<file path="config.mk">
export PLATFORM = sky130hd
export DESIGN_NAME = multi_lane_instruction_queue_flat
export DESIGN_NICKNAME = d
export VERILOG_FILES = /design/src/rtl/multi_lane_instruction_queue_pkg.sv /design/src/rtl/multi_lane_instruction_queue_if.sv /design/src/rtl/iq_lane_compactor.sv /design/src/rtl/multi_lane_instruction_queue_sva.sv /design/src/rtl/multi_lane_instruction_queue.sv /design/src/flat_wrapper.sv
export SDC_FILE = /design/constraint.sdc
export NUM_CORES = 1
export LEC_CHECK = 0
export ABC_AREA = 1
export CELL_PAD_IN_SITES_DETAIL_PLACEMENT = 1
export CELL_PAD_IN_SITES_GLOBAL_PLACEMENT = 2
export CORE_MARGIN = 5
export CORE_UTILIZATION = 34
export DETAILED_ROUTE_END_ITERATION = 6
export GPL_ROUTABILITY_DRIVEN = 0
export PLACE_DENSITY = 0.84
export SLEW_MARGIN = 40
export SYNTH_ARGS = -nofsm -noshare
export SYNTH_HDL_FRONTEND = slang
export SYNTH_SLANG_ARGS = --single-unit
export TNS_END_PERCENT = 20
</file>
<file path="constraint.sdc">
create_clock -name clk_i -period 8.75 [get_ports clk_i]
set_input_delay 1.75 -clock clk_i [delete_from_list [all_inputs] [get_ports clk_i]]
set_output_delay 1.75 -clock clk_i [all_outputs]
set_load 0.005 [all_outputs]
</file>
<file path="src/rtl/multi_lane_instruction_queue_pkg.sv">
// Shared constants and types for the multi-lane instruction queue between decode and rename.
package multi_lane_instruction_queue_pkg;

   localparam int INSTRUCTION_QUEUE_NUM_ENTRIES = 8;
   localparam int NUM_SCALAR_INSTR              = 2;
   localparam int IQ_DATA_W                     = 64;
   localparam int IQ_AF_THRESH                  = 6;

   typedef logic [$clog2(INSTRUCTION_QUEUE_NUM_ENTRIES + 1)-1:0] iq_count_t;

endpackage

</file>
<file path="src/rtl/multi_lane_instruction_queue_if.sv">
// Producer/consumer bundle of the instruction queue; the queue takes the slave side.
interface multi_lane_instruction_queue_if
   import multi_lane_instruction_queue_pkg::*;
#(
   parameter int DEPTH  = INSTRUCTION_QUEUE_NUM_ENTRIES,
   parameter int N_IN   = NUM_SCALAR_INSTR,
   parameter int N_OUT  = NUM_SCALAR_INSTR,
   parameter int DATA_W = IQ_DATA_W
);
   localparam int CNT_W = $clog2(DEPTH + 1);

   logic [N_IN-1:0]         in_valid_i;
   logic [N_IN*DATA_W-1:0]  in_data_i;
   logic                    in_ready_o;
   logic [N_OUT-1:0]        out_valid_o;
   logic [N_OUT*DATA_W-1:0] out_data_o;
   logic [N_OUT-1:0]        deq_i;
   logic [CNT_W-1:0]        count_o;
   logic                    empty_o;
   logic                    full_o;
   logic                    almost_full_o;

   modport master (
      output in_valid_i, in_data_i, deq_i,
      input  in_ready_o, out_valid_o, out_data_o, count_o, empty_o, full_o, almost_full_o
   );

   modport slave (
      input  in_valid_i, in_data_i, deq_i,
      output in_ready_o, out_valid_o, out_data_o, count_o, empty_o, full_o, almost_full_o
   );
endinterface

</file>
<file path="src/rtl/iq_lane_compactor.sv">
// Prefix popcount of the input valids: lane i writes at tail + (valid lanes below i).
module iq_lane_compactor
   import multi_lane_instruction_queue_pkg::*;
#(
   parameter int N_IN  = NUM_SCALAR_INSTR,
   localparam int OFF_W = $clog2(N_IN + 1)
) (
   input  logic [N_IN-1:0]  in_valid_i,
   output logic [OFF_W-1:0] wr_off_o [N_IN],
   output logic [OFF_W-1:0] n_wr_o
);
   logic [OFF_W-1:0] run_s;

   // Running count of valid lanes below each lane
   always_comb begin
      run_s = '0;
      for (int i = 0; i < N_IN; i++) begin
         wr_off_o[i] = run_s;
         run_s       = run_s + OFF_W'(in_valid_i[i]);
      end
      n_wr_o = run_s;
   end
endmodule

</file>
<file path="src/rtl/multi_lane_instruction_queue_sva.sv">
// Invariant checks on the queue pointers; also flags dequeue masks with a gap.
module multi_lane_instruction_queue_sva #(
   parameter int DEPTH = 8,
   parameter int N_OUT = 2,
   localparam int PTR_W = $clog2(DEPTH),
   localparam int CNT_W = $clog2(DEPTH + 1)
) (
   input logic             clk_i,
   input logic             rst_i,
   input logic [PTR_W-1:0] head_q_i,
   input logic [PTR_W-1:0] tail_q_i,
   input logic [CNT_W-1:0] count_q_i,
   input logic             in_ready_i,
   input logic             wr_en_i,
   input logic [N_OUT-1:0] deq_i,
   input logic [N_OUT-1:0] out_valid_i
);
   logic [PTR_W:0] diff_s;
   logic [PTR_W:0] cnt_mod_s;
   logic           hole_s;
   logic           gap_s;

   // Occupancy implied by the pointers versus the counter, both mod DEPTH
   always_comb begin
      if (tail_q_i >= head_q_i) begin
         diff_s = {1'b0, tail_q_i} - {1'b0, head_q_i};
      end else begin
         diff_s = {1'b0, tail_q_i} + (PTR_W+1)'(DEPTH) - {1'b0, head_q_i};
      end
      cnt_mod_s = (count_q_i == CNT_W'(DEPTH)) ? '0 : (PTR_W+1)'(count_q_i);
   end

   // A dequeue request above the first unpopped lane is a gap
   always_comb begin
      hole_s = 1'b0;
      gap_s  = 1'b0;
      for (int j = 0; j < N_OUT; j++) begin
         if (hole_s && deq_i[j]) begin
            gap_s = 1'b1;
         end else begin
            gap_s = gap_s;
         end
         if (!(deq_i[j] && out_valid_i[j])) begin
            hole_s = 1'b1;
         end else begin
            hole_s = hole_s;
         end
      end
   end

   a_count_bound: assert property (@(posedge clk_i) disable iff (rst_i)
      count_q_i <= CNT_W'(DEPTH))
      else $error("count exceeds DEPTH");
   a_ptr_count: assert property (@(posedge clk_i) disable iff (rst_i)
      diff_s == cnt_mod_s)
      else $error("tail-head disagrees with count");
   a_no_wr_unready: assert property (@(posedge clk_i) disable iff (rst_i)
      wr_en_i |-> in_ready_i)
      else $error("write while not ready");
   a_deq_prefix: assert property (@(posedge clk_i) disable iff (rst_i)
      !gap_s)
      else $warning("deq_i has a gap; lanes above the first unpopped lane are ignored");
endmodule

</file>
<file path="src/rtl/multi_lane_instruction_queue.sv">
// In-order circular instruction queue: N_IN compacted enqueue lanes, N_OUT oldest-first output lanes.
module multi_lane_instruction_queue
   import multi_lane_instruction_queue_pkg::*;
#(
   parameter int DEPTH     = INSTRUCTION_QUEUE_NUM_ENTRIES,
   parameter int N_IN      = NUM_SCALAR_INSTR,
   parameter int N_OUT     = NUM_SCALAR_INSTR,
   parameter int DATA_W    = IQ_DATA_W,
   parameter int AF_THRESH = IQ_AF_THRESH
) (
   input logic clk_i,
   input logic rst_i,
   input logic flush_i,
   multi_lane_instruction_queue_if.slave q_if
);
   localparam int PTR_W = $clog2(DEPTH);
   localparam int SUM_W = PTR_W + 1;
   localparam int CNT_W = $clog2(DEPTH + 1);
   localparam int OFF_W = $clog2(N_IN + 1);
   localparam int RD_W  = $clog2(N_OUT + 1);

   logic [PTR_W-1:0]        head_q, head_d, tail_q, tail_d;
   logic [CNT_W-1:0]        count_q, count_d;
   logic [DATA_W-1:0]       mem_q [DEPTH];
   logic [OFF_W-1:0]        wr_off_s [N_IN];
   logic [OFF_W-1:0]        n_wr_s, n_acc_s;
   logic [RD_W-1:0]         n_rd_s;
   logic                    in_ready_s, wr_en_s, run_s;
   logic [N_OUT-1:0]        out_valid_s;
   logic [PTR_W-1:0]        wr_idx_s [N_IN];
   logic [PTR_W-1:0]        rd_idx_s [N_OUT];
   logic [N_OUT*DATA_W-1:0] out_data_s;

   // Single conditional subtract suffices: base < DEPTH and inc <= DEPTH
   function automatic logic [PTR_W-1:0] wrap_add(input logic [PTR_W-1:0] base,
                                                 input logic [SUM_W-1:0] inc);
      logic [SUM_W-1:0] sum;
      sum = SUM_W'(base) + inc;
      if (sum >= SUM_W'(DEPTH)) begin
         sum = sum - SUM_W'(DEPTH);
      end else begin
         sum = sum;
      end
      return sum[PTR_W-1:0];
   endfunction

   iq_lane_compactor #(.N_IN(N_IN)) u_compactor (
      .in_valid_i (q_if.in_valid_i),
      .wr_off_o   (wr_off_s),
      .n_wr_o     (n_wr_s)
   );

   // Credit from registered count only; write and read slot addresses
   always_comb begin
      in_ready_s = (count_q <= CNT_W'(DEPTH - N_IN));
      n_acc_s    = in_ready_s ? n_wr_s : '0;
      wr_en_s    = in_ready_s && (n_wr_s != '0);
      for (int i = 0; i < N_IN; i++) begin
         wr_idx_s[i] = wrap_add(tail_q, SUM_W'(wr_off_s[i]));
      end
      for (int j = 0; j < N_OUT; j++) begin
         out_valid_s[j] = (count_q > CNT_W'(j));
         rd_idx_s[j]    = wrap_add(head_q, SUM_W'(j));
         out_data_s[j*DATA_W +: DATA_W] = out_valid_s[j] ? mem_q[rd_idx_s[j]] : '0;
      end
   end

   // Pop count is the leading run of requested-and-valid lanes
   always_comb begin
      run_s  = 1'b1;
      n_rd_s = '0;
      for (int j = 0; j < N_OUT; j++) begin
         if (run_s && q_if.deq_i[j] && out_valid_s[j]) begin
            n_rd_s = n_rd_s + RD_W'(1);
         end else begin
            run_s = 1'b0;
         end
      end
   end

   // Pointer and occupancy next state
   always_comb begin
      if (flush_i) begin
         head_d  = '0;
         tail_d  = '0;
         count_d = '0;
      end else begin
         head_d  = wrap_add(head_q, SUM_W'(n_rd_s));
         tail_d  = wrap_add(tail_q, SUM_W'(n_acc_s));
         count_d = count_q + CNT_W'(n_acc_s) - CNT_W'(n_rd_s);
      end
   end

   // Pointer and occupancy registers
   always_ff @(posedge clk_i) begin
      if (rst_i) begin
         head_q  <= '0;
         tail_q  <= '0;
         count_q <= '0;
      end else begin
         head_q  <= head_d;
         tail_q  <= tail_d;
         count_q <= count_d;
      end
   end

   // Payload storage is deliberately left out of reset
   always_ff @(posedge clk_i) begin
      for (int i = 0; i < N_IN; i++) begin
         if (in_ready_s && q_if.in_valid_i[i] && !flush_i) begin
            mem_q[wr_idx_s[i]] <= q_if.in_data_i[i*DATA_W +: DATA_W];
         end
      end
   end

   assign q_if.in_ready_o    = in_ready_s;
   assign q_if.out_valid_o   = out_valid_s;
   assign q_if.out_data_o    = out_data_s;
   assign q_if.count_o       = count_q;
   assign q_if.empty_o       = (count_q == '0);
   assign q_if.full_o        = (count_q == CNT_W'(DEPTH));
   assign q_if.almost_full_o = (count_q >= CNT_W'(AF_THRESH));

   multi_lane_instruction_queue_sva #(.DEPTH(DEPTH), .N_OUT(N_OUT)) u_sva (
      .clk_i       (clk_i),
      .rst_i       (rst_i),
      .head_q_i    (head_q),
      .tail_q_i    (tail_q),
      .count_q_i   (count_q),
      .in_ready_i  (in_ready_s),
      .wr_en_i     (wr_en_s),
      .deq_i       (q_if.deq_i),
      .out_valid_i (out_valid_s)
   );
endmodule

</file>
<file path="src/flat_wrapper.sv">
// flat-port wrapper written by rule: the top's interface ports become plain ports
module multi_lane_instruction_queue_flat import multi_lane_instruction_queue_pkg::*;
#(
   parameter int DEPTH     = INSTRUCTION_QUEUE_NUM_ENTRIES,
   parameter int N_IN      = NUM_SCALAR_INSTR,
   parameter int N_OUT     = NUM_SCALAR_INSTR,
   parameter int DATA_W    = IQ_DATA_W,
   parameter int AF_THRESH = IQ_AF_THRESH
)
  (clk_i, rst_i, flush_i, q_if_in_valid_i, q_if_in_data_i, q_if_deq_i, q_if_in_ready_o, q_if_out_valid_o, q_if_out_data_o, q_if_count_o, q_if_empty_o, q_if_full_o, q_if_almost_full_o);
  multi_lane_instruction_queue_if #(.DEPTH(DEPTH), .N_IN(N_IN), .N_OUT(N_OUT), .DATA_W(DATA_W)) q_if_i ();
  input logic clk_i;
  input logic rst_i;
  input logic flush_i;
  input wire logic [$bits(q_if_i.in_valid_i)-1:0] q_if_in_valid_i;
  input wire logic [$bits(q_if_i.in_data_i)-1:0] q_if_in_data_i;
  input wire logic [$bits(q_if_i.deq_i)-1:0] q_if_deq_i;
  output wire logic [$bits(q_if_i.in_ready_o)-1:0] q_if_in_ready_o;
  output wire logic [$bits(q_if_i.out_valid_o)-1:0] q_if_out_valid_o;
  output wire logic [$bits(q_if_i.out_data_o)-1:0] q_if_out_data_o;
  output wire logic [$bits(q_if_i.count_o)-1:0] q_if_count_o;
  output wire logic [$bits(q_if_i.empty_o)-1:0] q_if_empty_o;
  output wire logic [$bits(q_if_i.full_o)-1:0] q_if_full_o;
  output wire logic [$bits(q_if_i.almost_full_o)-1:0] q_if_almost_full_o;
  assign q_if_i.in_valid_i = q_if_in_valid_i;
  assign q_if_i.in_data_i = q_if_in_data_i;
  assign q_if_i.deq_i = q_if_deq_i;
  assign q_if_in_ready_o = q_if_i.in_ready_o;
  assign q_if_out_valid_o = q_if_i.out_valid_o;
  assign q_if_out_data_o = q_if_i.out_data_o;
  assign q_if_count_o = q_if_i.count_o;
  assign q_if_empty_o = q_if_i.empty_o;
  assign q_if_full_o = q_if_i.full_o;
  assign q_if_almost_full_o = q_if_i.almost_full_o;
  multi_lane_instruction_queue #(.DEPTH(DEPTH), .N_IN(N_IN), .N_OUT(N_OUT), .DATA_W(DATA_W), .AF_THRESH(AF_THRESH)) u_core (.clk_i(clk_i), .rst_i(rst_i), .flush_i(flush_i), .q_if(q_if_i));
endmodule
</file>
* Yosys cells after proc, flatten, opt, wreduce, memory -nomap -nowiden
Memory sizes are Yosys's and may differ from the RTL's. Cells that the tools add are included.
Storage, ports and cells: input port bits 135, output and inout bits 138, register bits 10, memories kept 1, RAM bits 512
Memory list:
- u_core.mem_q | depth 8, width 64, rd ports 2, clocked after memory_dff 0, wr ports 2, RTL line multi_lane_instruction_queue.sv:24 | logic [DATA_W-1:0] mem_q [DEPTH];
Cells by class: $add $sub $neg 14, equality and inequality tests 1, reduce and logical (&&, ||, !) cells 10, muxes and demuxes 16, order comparisons 10
Operator list (count):
- 64-bit 2-to-1 mux | 2
- 3-bit 2-to-1 mux | 6
- 3-bit by 1-bit subtractor with 3-bit output, second input constant | 6
- 4-bit greater-or-equal comparator, second input constant | 4
- 3-bit by 2-bit adder with 4-bit output | 2
- 3-bit by 4-bit greater-or-equal comparator with 1-bit output, second input constant | 2
- 4-bit by 1-bit greater-than comparator with 1-bit output, second input constant | 2
- 1-bit logical AND | 7
- 1-bit 2-to-1 mux | 6
- 3-bit by 1-bit adder with 4-bit output | 1
- 3-bit by 1-bit adder with 4-bit output, second input constant | 1
- 4-bit by 2-bit adder with 4-bit output | 1
- 4-bit == test, second input constant | 1
- 4-bit by 3-bit greater-or-equal comparator with 1-bit output, second input constant | 1
- 4-bit by 3-bit less-or-equal comparator with 1-bit output, second input constant | 1
- 4-bit logical NOT | 1
- 2-bit 2-to-1 mux | 2
- 4-bit by 2-bit subtractor with 4-bit output | 1
- 1-bit by 1-bit adder with 2-bit output | 1
- 1-bit by 1-bit adder with 2-bit output, second input constant | 1
- 2-bit OR reduction | 1
- 1-bit logical NOT | 1

* Depth between registers and ports, before layout
Gate-level depths: netlist (run 1).
depth in word-level cells 9, gate-level depth with buffers 15

* Modules after synthesis
A second synthesis (run 1) with hierarchy kept.
Second synthesis, totals: cells, all modules 5340, area total of the unflattened synthesis 35980.8 um^2
By module, submodules not included:
- multi_lane_instruction_queue | area each 35934.5 um^2, instances 1, cells an instance 5334
- iq_lane_compactor | area each 46.3 um^2, instances 1, cells an instance 6

* Least setup slack after synthesis (run 1)
Ideal clock, no wire load.
path type in2reg, start input port flush_i, end memory u_core.mem_q[0][0] (netlist name) (enable), required time 8175 ps, stages 3, arrival 6499 ps, setup time 575 ps, path buffers 0, setup slack 1677 ps, cells stage by stage inv_1 nand3_1 o21ai_0
RTL lines:
- start, declared | RTL line flat_wrapper.sv:14 | input logic flush_i;
- end, declared | RTL line multi_lane_instruction_queue.sv:24

* Final worst setup path (run 1)
start register u_core.head_q[1], end output port q_if_out_data_o[127]
Between the ends: longest elaborated chain between the ends 5
Ends and longest elaborated chain:
- start, declared | RTL line multi_lane_instruction_queue.sv:22 | logic [PTR_W-1:0] head_q, head_d, tail_q, tail_d;
- start signal, assigned | RTL line multi_lane_instruction_queue.sv:97 | head_q <= '0;
- start signal, assigned | RTL line multi_lane_instruction_queue.sv:101 | head_q <= head_d;
- 3-bit by 1-bit adder with 4-bit output (*) | RTL line multi_lane_instruction_queue.sv:38 | sum = SUM_W'(base) + inc;
- 4-bit greater-or-equal comparator / 3-bit by 1-bit subtractor with 3-bit output (equally long branches) | RTL line multi_lane_instruction_queue.sv:39, multi_lane_instruction_queue.sv:40
- 3-bit 2-to-1 mux (*) | RTL line multi_lane_instruction_queue.sv:39 | if (sum >= SUM_W'(DEPTH)) begin
- memory read 8 x 64 bit (*)
- 64-bit 2-to-1 mux (*) | RTL line multi_lane_instruction_queue.sv:64 | out_data_s[j*DATA_W +: DATA_W] = out_valid_s[j] ? mem_q[rd_idx_s[j]] : '0;
- end, declared | RTL line flat_wrapper.sv:20 | output wire logic [$bits(q_if_i.out_data_o)-1:0] q_if_out_data_o;
Mark *: on every way between the ends. The rest lies on a longest branch, timed or not.

==> results of run 1 <==
worst max-delay path, delay by kind of cell (launching register included):
family                   cells  cell delay (ps)
buffers and inverters        3             2070
AND/OR/NAND/NOR              4              780
flip-flops                   1              670
adder cells (fa/ha/maj)      1              650
logic make-up (layout without fill, tap and decap cells):
logic type	count (synthesis)	after routing	share of synthesized area [%]
other cells	0	2	0
fa+ha+maj	19	19	0.746
xor+xnor	5	5	0.143
flops	522	522	43.4
buf+inv	1048	997	12.4
simple gates	3582	3582	41.3
compound gates	140	140	2.00
where the power goes:
| group | leakage, µW | internal [µW] | switching [µW] |
|---|---|---|---|
| Clock | 0.00106 | 1640 | 1170 |
| Sequential | 0.00473 | 2920 | 44.2 |
| Combinational | 0.0132 | 1280 | 2520 |
area by class of cell:
class	count	area (µm²)	area share, %
multi-input cells	3746	16200	39.3
flip-flops and latches	522	15600	38.0
repair buffers	335	3380	8.23
inverters	539	2050	4.99
clock buffers	89	1860	4.54
well taps	1391	1740	4.24
clock inverters	34	285	0.695
diodes	2	5.00	0.0122
registers in the layout, summed over array words and instances (netlist names):
name,count
u_core.mem_q,512
u_core.q_if.count_o,4
u_core.head_q,3
u_core.tail_q,3
per-layer routing:
metal  vias to the layer above  part of all wire [%]  routed length (µm)
met4                         2                   3.2                4780
met3                       247                   5.9                8730
li1                      16600                     -                   -
met5                         -                0.0088                  13
met2                       990                    48               70900
met1                     17500                    43               62800
cell usage after synthesis, drive strengths merged:
library cell / n / area share (%)
a21boi: 1 / 0.021
a21o: 1 / 0.021
a21oi: 67 / 0.97
buf: 294 / 4.5
clkbuf: 215 / 2.3
clkinv: 1 / 0.010
dfxtp: 10 / 0.56
edfxtp: 512 / 43
fa: 4 / 0.22
ha: 15 / 0.52
inv: 538 / 5.6
nand2: 2199 / 23
nand3: 1105 / 15
nor2: 277 / 2.9
nor3b: 1 / 0.021
o21ai: 71 / 0.99
xnor2: 2 / 0.049
xor2: 3 / 0.094
path summary, 6_finish.rpt:
check / from / to
worst max-delay path: u_core.head_q[1] / q_if_out_data_o[127]
worst min-delay path: u_core.tail_q[2] / u_core.tail_q[2]
worst max register to register: u_core.q_if.count_o[3] / u_core.mem_q[7][43]
worst min register to register: u_core.tail_q[2] / u_core.tail_q[2]
stage by stage:
| step | utilization (%) | cell area [µm²] | total power (µW) | instances |
|---|---|---|---|---|
| after floorplan | - | 35900 | 5160 | 5316 |
| after global placement | 36.8 | 38700 | 6760 | 6528 |
| after detailed placement | 37.0 | 38900 | 6820 | 6532 |
| after CTS | 39.0 | 41000 | 9650 | 6655 |
| after global routing | 39.1 | 41100 | 10100 | 6656 |
| final | 39.1 | 41100 | 9580 | 6658 |
==> impl_summary.txt, run 1 <==
----------------------------------------------------
[Global route]
  Pin count of the biggest net entering global routing ... around 170
  Most heavily used metal layer in global routing ... met2
  Met3 GRT Util ... ~4.2%
  GR Overflow Total ... 0
  Vias in the first global route ... 35700
  Met2 capacity usage during global routing ... between 40% and 50%
  Wire length of the first global-routing pass ... between 200 and 250 mm
  Global-route total usage across every layer ... about a quarter
  Met1 routing resource usage after global routing ... 32.6%
  Antenna violations before repair ... 5

[Clocking]
  Cell at the root of the clock tree ... sky130_fd_sc_hd__clkbuf_16
  Clock sinks ... roughly 520
  Clock tree from TritonCTS ... built
  CTS Hold Buffers Added ... 0
  Buffer depth of the longest clock path ... 3
  H-tree depth reported by CTS ... 3
  Post-CTS clock slew at the launch and capture registers of the worst setup and hold paths ... around 60 ps
  Number of buffers inserted to repair setup after CTS ... 0
  Post-cts resize count ... 0
  Number of buffers created by CTS ... 68
  Clk Latency, worst-skew pair ... roughly 620 ps

[Final layout]
  Fraction of layout instances using a drive strength above 1 ... ~3.7%
  Number of nets at the end of the flow ... roughly 5400
  Leading cell type in the layout, fill and taps excluded ... sky130_fd_sc_hd__nand2_1
  Area grow syn2layout ... 14.4%
  Number of filler cells placed in the layout ... around 13000
  Commonest non-fill, non-tap cells in the layout ... sky130_fd_sc_hd__nand2_1, sky130_fd_sc_hd__nand3_1, sky130_fd_sc_hd__inv_1

[Synthesis]
  Number of different library cells in the post-synthesis netlist ... 27
  Avg Inst Size Synth ... just under 7 µm²
  Number of nets produced by synthesis ... 5470
  Number of standard cells after synthesis ... around 5300
  Netlist area before placement ... around 36000 µm²
  Count of warnings emitted by yosys ... 0
  Number of synthesized register bits ... 522
  Fraction of the yosys area taken by sequential cells ... 43.4%

[Worst hold path]
  Number of cells traversed by the worst hold path ... 2
  Class of the tightest hold or removal check ... register to register

[Detailed routing]
  Final Routed Wirelength ... 147 mm
  Antenna Violating Nets Remaining ... 0
  Via/cell ratio ... about 5.3
  First-pass detailed-route iteration total ... 5
  Average wire length per cell after detail routing ... ~22 µm
  Number of remaining DRC errors ... 0
  DRC marker count from the first detailed-route iteration ... 2485
  Total number of vias ... 35400

[Worst setup path]
  Category of the most critical setup path ... register to output pin
  Depth of the most critical reg-to-reg path ... 9
  Highest net fanout along the worst path ... 50
  Arrival time of the worst setup path ... 4920 ps
  Ordered cell list for the critical path ... ha_4, buf_4, buf_4, nand3_1, nand3_1, nand2_1, nor2_1, clkdlybuf4s50_1
  Highest-delay cell along the critical path ... sky130_fd_sc_hd__buf_4
  WP data required ... about 7000 ps
  Endpoint class of the critical path ... output pin
  Element type at the critical path start ... register
  Flop-to-flop setup slack ... ~4800 ps
  Stage delay of the slowest cell on the critical path ... 770 ps

[Run status]
  Status ... completed

[Timing]
  Share of the clock period used by the worst path after layout ... 76.2%
  Final worst clock skew ... about 32 ps
  Actual transition at the worst max-transition pin ... slightly below 900 ps
  Setup_tns ... 0 ps
  Final Hold Fails ... 0
  Max Transition Viols Final ... 0
  RSZ-0062 raised after global routing ... false
  Highest Clock Rate ... approximately 150 MHz
  Worst relative slew slack ... 41.3%
  Setup-violating endpoint count in the final report ... 0
  Hold Worst Slack ... around 710 ps
  Fin worst setup slack ... around 2100 ps
  Minimum period implied by the final worst setup slack ... approximately 6700 ps

[Placed design]
  Number of port buffers ... between 200 and 300
  Estimated wirelength of the detail-placed design ... 85.4 mm
  Worst slack at placement ... approximately 2800 ps

[Power]
  Worst IR Drop VDD ... 0.126 mV
  Power per cell area ... 233 nW/µm²
  Standby leakage power ... between 0.015 and 0.02 µW

[Die]
  Floorplan die width ... around 330 µm
  Die Span Y ... 335 µm
  Total Die Area ... ~110000 µm²
  Effective utilization at floorplan ... between 30 and 40%
  Number of primary I/O pins ... 273
  Total core area ... ~110000 µm²
  Placement Rows ... ~120

[Job]
  Maxcap violations ... 0

----------------------------------------------------
No activity file was read; power rests on OpenSTA's default activity.
==> run 2: changes to the inputs <==
--- a/config.mk
+++ b/config.mk
@@ -9,10 +9,10 @@
 export CELL_PAD_IN_SITES_DETAIL_PLACEMENT = 1
 export CELL_PAD_IN_SITES_GLOBAL_PLACEMENT = 2
 export CORE_MARGIN = 5
-export CORE_UTILIZATION = 34
+export CORE_UTILIZATION = 30
 export DETAILED_ROUTE_END_ITERATION = 6
 export GPL_ROUTABILITY_DRIVEN = 0
-export PLACE_DENSITY = 0.84
+export PLACE_DENSITY = 0.79
 export SLEW_MARGIN = 40
 export SYNTH_ARGS = -nofsm -noshare
 export SYNTH_HDL_FRONTEND = slang
==> constraint.sdc (replaced) <==
create_clock -name clk_i -period 5.77 [get_ports clk_i]
set_input_delay 1.154 -clock clk_i [delete_from_list [all_inputs] [get_ports clk_i]]
set_output_delay 1.154 -clock clk_i [all_outputs]
set_load 0.005 [all_outputs]
==> impl_summary.txt, run 2 (synthesized netlist as in run 1, its figures left out) <==
----------------------------------------------------
[Run status]
  Status ... completed

[Die]
  Floorplan die width ... 356 µm (+6.3%)
  Die Span Y ... 356 µm (+6.3%)
  Total core area ... 119000 µm² (+14%)
  Effective utilization at floorplan ... 30.1% (-4.1 points)
  Total Die Area ... 127000 µm² (+13%)
  Placement Rows ... 127 (+6.7%)
  Number of primary I/O pins ... 273 (unchanged)

[Power]
  Fraction of power spent switching nets ... 39.3% (+0.35 points)
  Power share of the combinational group ... 40.3% (+0.6 points)
  PnR Total Power ... 14700 µW (+53%)
  Clock power frac ... 29.0% (-0.4 points)
  Relative contribution of sequential cells to total power ... 30.7% (-0.2 points)
  Power per cell area ... 353 nW/µm² (+51%)
  Net switching power of the design ... 5780 µW (+55%)
  Standby leakage power ... 0.0191 µW (+0.66%)
  Internal power ... 8910 µW (+52%)
  Worst IR Drop VDD ... 0.237 mV (+88%)

[Global route]
  Pin count of the biggest net entering global routing ... 204 (+21%)
  Wire length of the first global-routing pass ... 233 mm (+5.8%)
  GR Overflow Total ... 0 (unchanged)
  Global-route total usage across every layer ... 24.1% (-1.2 points)
  Vias in the first global route ... 36300 (+1.8%)
  Antenna violations before repair ... 9 (+4)

[Worst setup path]
  Category of the most critical setup path ... register to output pin
  WP data required ... 4620 ps (-2380 ps)
  Arrival time of the worst setup path ... 3870 ps (-1050 ps)
  Element type at the critical path start ... register
  Highest net fanout along the worst path ... 72 (+44%)
  Endpoint class of the critical path ... output pin

[Placed design]
  # placed instances ... 6763 (+3.5%)
  Estimated wirelength of the detail-placed design ... 90.2 mm (+5.6%)
  Post-Place Cell Area ... 39400 µm² (+1.4%)
  Number of port buffers ... 272 (unchanged)

[Timing]
  Final worst clock skew ... 20.7 ps (-11.6 ps)
  Setup-violating endpoint count in the final report ... 0 (unchanged)
  Highest Clock Rate ... slightly below 200 MHz
  Max Transition Viols Final ... 0 (unchanged)
  Minimum period implied by the final worst setup slack ... 5030 ps
  Final Hold Fails ... 0 (unchanged)
  Worst relative slew slack ... 41.4% (+0.12 points)
  Share of the clock period used by the worst path after layout ... 87.1%
  Setup_tns ... 0 ps (unchanged)
  Actual transition at the worst max-transition pin ... 879 ps (-1.80 ps)
  RSZ-0062 raised after global routing ... false

[Detailed routing]
  Average wire length per cell after detail routing ... 22.7 µm (+2.7%)
  First-pass detailed-route iteration total ... 5 (unchanged)
  Antenna Violating Nets Remaining ... 0 (unchanged)
  DRC marker count from the first detailed-route iteration ... 2516 (+1.2%)
  Final Routed Wirelength ... 156 mm (+6.3%)
  Number of remaining DRC errors ... 0 (unchanged)
  Via/cell ratio ... 5.13 (-3.4%)
  Total number of vias ... 35300 (-0.099%)

[Final layout]
  Final cell count without fillers ... 6887 (+3.4%)
  Core occupancy in the finished layout ... 34.9% (-4.2 points)
  Area grow syn2layout ... 15.9%
  Number of nets at the end of the flow ... 5379 (+0.24%)
  Leading cell type in the layout, fill and taps excluded ... sky130_fd_sc_hd__nand2_1
  Commonest non-fill, non-tap cells in the layout ... sky130_fd_sc_hd__nand2_1, sky130_fd_sc_hd__nand3_1, sky130_fd_sc_hd__inv_1
  Layout Cell Area excl Fill ... 41600 µm² (+1.3%)
  Number of flip-flops under the largest register name ... 512 (unchanged)
  Fraction of layout instances using a drive strength above 1 ... 3.87% (+0.13 points)

[Clocking]
  H-tree depth reported by CTS ... 3 (unchanged)
  Clock tree from TritonCTS ... built
  Number of buffers created by CTS ... 70 (+2.9%)
  Clock sinks ... 522 (unchanged)
  Post-CTS clock slew at the launch and capture registers of the worst setup and hold paths ... 50 ps (about the same)
  Buffer depth of the longest clock path ... 3 (unchanged)
  Clk Latency, worst-skew pair ... 640 ps (+20 ps)
  CTS Hold Buffers Added ... 0 (unchanged)
  Number of buffers inserted to repair setup after CTS ... 0 (unchanged)
  Cell at the root of the clock tree ... sky130_fd_sc_hd__clkbuf_16
  Post-cts resize count ... 0 (unchanged)

[Job]
  Maxcap violations ... 0 (unchanged)

[Worst hold path]
  Class of the tightest hold or removal check ... register to register

----------------------------------------------------
run 2: changes by cell type in the layout (fill, tap and decap cells not counted), sizes merged:
cell	before	now
inv	539	540
bufinv	5	3
clkinv	28	24
clkinvlp	1	0
clkbuf	89	90
buf	63	74
diode	2	4
run 2: final timing paths:
| kind | to | from | slack, ps | cells past startpoint |
|---|---|---|---|---|
| worst min-delay path | u_core.tail_q[2] | u_core.tail_q[2] | 690 | 2 |
| worst max register to register | u_core.mem_q[4][40] | u_core.q_if.count_o[3] | 2290 | 8 |
| worst max-delay path | q_if_out_data_o[127] | u_core.head_q[0] | 740 | 8 |
| worst min register to register | u_core.tail_q[2] | u_core.tail_q[2] | 690 | 2 |
run 2: power by group through the flow:
| stage | Clock, µW | Sequential (µW) | Combinational (µW) |
|---|---|---|---|
| final | 4260 | 4510 | 5910 |
| after global routing | 4500 | 4520 | 6490 |
| after CTS | 4360 | 4510 | 5970 |
| after detailed placement | 0 | 4580 | 5940 |
| after global placement | 0 | 4580 | 5850 |
| after floorplan | 0 | 4570 | 3240 |
run 2: area by class of cell:
class / instances / area (µm²)
Fill cell: 14700 / 77700
Multi-Input combinational cell: 3746 / 16100
Sequential cell: 522 / 15600
Timing Repair Buffer: 346 / 3680
Inverter: 539 / 2050
Tap cell: 1612 / 2020
Clock buffer: 90 / 1910
Clock inverter: 28 / 220
Antenna cell: 4 / 10.0
run 2: per-stage QoR:
stage | hold slack, ps | setup WS (ps)
finish | 687 | 743
global route | 725 | 739
CTS | 679 | 853
detailed placement | 669 | 1270
global placement | 656 | 1200
floorplan | 592 | -707
run 2: worst max-delay path, cell delays in order, from the launching register on:
cell and delay (ps):
sky130_fd_sc_hd__dfxtp_4 670, sky130_fd_sc_hd__ha_4 450, sky130_fd_sc_hd__inv_4 150, sky130_fd_sc_hd__buf_12 390, sky130_fd_sc_hd__o21ai_0 160, sky130_fd_sc_hd__a21oi_1 140
sky130_fd_sc_hd__nor2_1 60, sky130_fd_sc_hd__nor2_1 520, sky130_fd_sc_hd__clkdlybuf4s50_1 630
run 2: routing by layer:
metal | GRT usage (%) | part of all wire (%) | up-vias
met2 | 43.0 | 50 | 897
met1 | 30.2 | 42 | 17600
li1 | - | - | 16600
met4 | 7.35 | 2.9 | 12
met3 | 3.28 | 4.8 | 253
met5 | 0 | 0.053 | -
